**src/rtl/dmem_responder.sv**
```systemverilog
// Data-memory responder: accepts level-held read/write requests in IDLE,
// completes them after LATENCY edges with a one-cycle registered mem_resp pulse,
// and owns a 16-bit word array with byte-lane write enables.
module dmem_responder #(
  parameter int unsigned DEPTH_LOG2 = 8,
  parameter int unsigned LATENCY    = 3
) (
  input  logic        clk,
  input  logic        rst_n,
  input  logic        mem_read,
  input  logic        mem_write,
  input  logic [15:0] mem_address,
  input  logic [15:0] mem_wdata,
  input  logic [1:0]  mem_byte_enable,
  output logic        mem_resp,
  output logic [15:0] mem_rdata,
  output logic        proto_err
);

  typedef enum logic [1:0] {StIdle, StWait, StResp} stateT;

  // The counter holds the number of WAIT edges still to pass before completion,
  // so LATENCY=1 completes on the first WAIT edge and keeps the same edge timing.
  localparam logic [3:0] LoadCount = 4'(LATENCY - 1);

  stateT                 state;
  logic [3:0]            cnt;
  logic [DEPTH_LOG2-1:0] reqIndex;
  logic [15:0]           reqWdata;
  logic [1:0]            reqBe;
  logic                  reqWrite;
  logic                  reqLive;
  logic                  completing;
  logic                  commitWrite;
  logic                  unusedAddr;

  logic [15:0] storage [2**DEPTH_LOG2];

  // Address bits outside the word index only alias and are deliberately dropped.
  assign unusedAddr = ^{mem_address[15:DEPTH_LOG2+1], mem_address[0]};

  assign reqLive     = mem_read | mem_write;
  assign completing  = (state == StWait) && reqLive && (cnt == '0);
  assign commitWrite = completing && reqWrite;

  // Request FSM with registered response, read data and sticky protocol flag.
  always_ff @(posedge clk or negedge rst_n) begin
    if (!rst_n) begin
      state     <= StIdle;
      cnt       <= '0;
      mem_resp  <= 1'b0;
      mem_rdata <= 16'h0000;
      proto_err <= 1'b0;
      reqIndex  <= '0;
      reqWdata  <= '0;
      reqBe     <= '0;
      reqWrite  <= 1'b0;
    end else begin
      unique case (state)
        StIdle: begin
          mem_resp <= 1'b0;
          if (reqLive) begin
            reqIndex <= mem_address[DEPTH_LOG2:1];
            reqWdata <= mem_wdata;
            reqBe    <= mem_byte_enable;
            // Simultaneous read+write is resolved as a write and flagged.
            reqWrite <= mem_write;
            cnt      <= LoadCount;
            state    <= StWait;
            if (mem_read && mem_write) begin
              proto_err <= 1'b1;
            end
          end
        end
        StWait: begin
          if (!reqLive) begin
            state <= StIdle;
          end else if (cnt == '0) begin
            state    <= StResp;
            mem_resp <= 1'b1;
            if (!reqWrite) begin
              mem_rdata <= storage[reqIndex];
            end
          end else begin
            cnt <= cnt - 4'd1;
          end
        end
        StResp: begin
          // Still-held request is intentionally not re-accepted here.
          mem_resp <= 1'b0;
          state    <= StIdle;
        end
        default: begin
          mem_resp <= 1'b0;
          state    <= StIdle;
        end
      endcase
    end
  end

  // Byte-lane array write on the completion edge; contents survive reset.
  always_ff @(posedge clk) begin
    if (commitWrite) begin
      if (reqBe[0]) storage[reqIndex][7:0]  <= reqWdata[7:0];
      if (reqBe[1]) storage[reqIndex][15:8] <= reqWdata[15:8];
    end
  end

endmodule

```
**config.mk**
```make
export PLATFORM = sky130hd
export DESIGN_NAME = dmem_responder
export DESIGN_NICKNAME = d
export VERILOG_FILES = /design/src/rtl/dmem_responder.sv
export SDC_FILE = /design/constraint.sdc
export NUM_CORES = 2
export LEC_CHECK = 0
export CAP_MARGIN = 0
export CORE_MARGIN = 2
export CORE_UTILIZATION = 50
export CTS_BUF_LIST = sky130_fd_sc_hd__clkbuf_4 sky130_fd_sc_hd__clkbuf_8 sky130_fd_sc_hd__clkbuf_16
export DETAILED_ROUTE_END_ITERATION = 6
export PLACE_DENSITY = 0.75
export SYNTH_ARGS = -nofsm -noshare
export SYNTH_HDL_FRONTEND = slang
export SYNTH_SLANG_ARGS = --single-unit
```
**constraint.sdc**
```tcl
create_clock -name clk -period 11.6 [get_ports clk]
set_clock_uncertainty 0.2 [all_clocks]
set_input_delay 3.48 -clock clk [delete_from_list [all_inputs] [get_ports clk]]
set_output_delay 3.48 -clock clk [all_outputs]
set_load 0.02 [all_outputs]
```
==> run_results.csv <==
group,metric,value,unit
grt,antenna_found_initial,22,
sta,min_period,7.645,ns
sta,rsz0062_at_grt,"false",
routing,wl_per_cell,34.56,um
power_and_ir_drop,leakagePower,0.05557,uW
synthesis,syn_area,161000,um2
cts,cts_hold_buf,0,
critical_path,crit_type,"input pin to register",
routing,drt_pass1_iterations,7,
critical_path,path_max_fanout,16,
critical_path,cp_slowest_cell,"nand4_1",
sta,finalCritPeriodShare,65.90,%
cts,clockRootBuffer,"clkbuf_16",
synthesis,synth_edf_count,4096,
floorplanning,die_y,571.5,um
place,io_buffers,47,
cts,clkSinkCount,4147,
critical_path,crit_top_cell,"nor2_1",
sta,final_hold_viol_count,0,
place,post-place-ws,3.255,ns
sta,fmax,130.8,MHz
critical_path,cp_top_family,"simple AND/OR/NAND/NOR gates",
synthesis,ys_seq_elements,4147,
place,dpl.hpwl,250600,um
floorplanning,rows,208,
routing,routed_wl,426900,um
finish,nets,7747,
cts,cts_tree,"built",
cts,clkTransAtPathRegs,0.06,ns
finish,fill_cells,22591,
routing,vias,82098,
hold_path,hp-class,"register to register",
critical_path,crit_arrival,8.00,ns
synthesis,syn_inst,7542,
run_status,status,"finished with violations",
grt,grt_pass1_vias,80329,
synthesis,avgSynthCellArea,21.35,um2
power_and_ir_drop,ir_worst_vdd,0.3415,mV
routing,drt_iter0_markers,13464,
cts,clockBufferDepth,4,
sta,setup_tns,0,ns
grt,overflow,0,
synthesis,yosysWarnings,0,
sta,finalWorstSetupSlack,3.955,ns
synthesis,yosys.cell_types.count,78,
synthesis,async_reset_ff_share,1.230,%
critical_path,critical-path-max-stage-delay,1.17,ns
grt,grt_max_degree,202,
critical_path,cp_num_buf_inv,2,
critical_path,critPathCaptureType,"register",
place,placed_area,165900,um2
floorplanning,io_pins,56,
finish,layout_commonest_cell,"edfxtp_1",
cts,clk_latency,0.93,ns
floorplanning,initial_core_util,50.18,%
finish,syn_to_final_growth,11.28,%
critical_path,cp-start-kind,"input pin",
routing,drtAntennaViolNets,0,
finish,drive_gt1_share,23.23,%
floorplanning,die_area,326600,um2
sta,max_slew_margin,4.306,%
grt,grt_pass1_wl,600900,um
cts,cts_resized,0,
cts,post_cts_buffers,0,
floorplanning,die_w,571.5,um
synthesis,seq_area_frac_synth,77.17,%
finish,final_cell_area,179200,um2
critical_path,critPathRequiredTime,11.95,ns
synthesis,synthFlopType,"edfxtp_1",
floorplanning,core-area,320900,um2
synthesis,synth_nets,7581,
run,maxCapViolCount,0,
cts,h-tree-depth,5,
finish,layout_common_cells,"edfxtp_1 (4,096), mux4_2 (927), nor2_1 (592)",
sta,finalSetupViolCount,0,
finish,utilization,55.84,%
grt,grt_util_all_layers,25.94,%
sta,slew_violations,0,
routing,drt-vias-per-instance,6.647,
routing,drc,2,
critical_path,path_cells,"clkdlybuf4s50_1, o21bai_1, nor2_1, and3_1, nand4_1, buf_4, nor2_1",
sta,tightest_slew,1.435,ns
cts,cts_made_buffers,393,
run_status,failed_checks,"DRC",
power_and_ir_drop,power_density,259.4,nW/um2
place,place.gp.congestion,0.8795,
cells by family (layout without fill, tap and decap cells):
family	Yosys count	count (layout)	share of synthesized area [%]
buf+inv	456	947	1.686
compound gates	597	597	2.601
mux	1401	1401	16.01
flops	4147	4147	77.17
fa+ha+maj	1	1	0.007769
other cells	0	14	0
xor+xnor	2	2	0.01088
simple gates	938	938	2.506
per-layer routing:
layer  GRT usage [%]  routed length (um)
met5               0                  68
met4           12.30               23070
met3           6.341               54320
met2           40.15              199800
met1           34.90              149600
report_power, final:
| group | total (uW) | switching, uW | internal (uW) |
|---|---|---|---|
| Combinational | 13500 | 8920 | 4560 |
| Clock | 13200 | 5570 | 7630 |
| Sequential | 19800 | 926 | 18900 |
| Total | 46500 | 15400 | 31100 |
cells in the mapped netlist, drive strengths merged, types with 10 or more instances:
library cell  number  area, um2
a2111oi           10      93.84
a211oi            42      315.3
a21oi             83      415.4
a221oi            25      219.0
a22o              23      201.4
a22oi            156       1171
a31oi             21      131.4
and3              18      112.6
buf              300       2117
clkbuf           150      570.5
dfrtp             51       1276
edfxtp          4096     123000
mux2              55      619.3
mux2i            413       4134
mux4             933      21040
nand2            122      460.5
nand2b            13      81.33
nand3             49      245.2
nand4             13      81.33
nor2             604       2267
nor2b             31      193.9
nor3              29      145.1
nor4              20      125.1
o211ai            14      105.1
o21ai             38      190.2
o221ai            11      96.34
o22a              12      105.1
o22ai            110      688.2
path summary, 6_finish.rpt:
path	start	endpoint	slack, ns	cells past startpoint
setup / recovery	mem_read	storage[71][6]$_DFFE_PP_	3.96	7
hold / removal	proto_err$_DFFE_PN0P_	proto_err$_DFFE_PN0P_	0.28	1
setup reg to reg	reqIndex[0]$_DFFE_PN0P_	mem_rdata[0]$_DFFE_PN0P_	5.64	9
hold reg to reg	proto_err$_DFFE_PN0P_	proto_err$_DFFE_PN0P_	0.28	1
max in group asynchronous	rst_n	reqWdata[0]$_DFFE_PN0P_	7.64	2
min in group asynchronous	rst_n	cnt[0]$_DFFE_PN0P_	2.24	1
layout make-up:
class	count	area, um2	share of cell area [%]
repair buffers	222	2007	1.120
clock inverters	247	2646	1.477
diodes	14	35.03	0.01955
well taps	4305	5386	3.006
inverters	5	26.28	0.01466
clock buffers	473	10580	5.903
multi-input cells	2939	34160	19.06
flip-flops and latches	4147	124400	69.40
stage by stage:
step,hold slack [ns],instances,total power (uW)
3_3_place_gp,0.2548,11618,32980
2_1_floorplan,0.2728,7542,28380
4_1_cts,0.2841,12338,46330
6_report,0.2760,12352,46480
3_5_place_dp,0.2696,11618,33310
5_1_grt,0.3097,12339,47490
state kept, by name, summed over array words and instances, names as in the netlist:
name       flops
reqWrite       1
storage     4096
state          2
mem_rdata     16
mem_resp       1
cnt            4
proto_err      1
reqBe          2
reqIndex       8
reqWdata      16
Power figures use the tool's default switching activity.
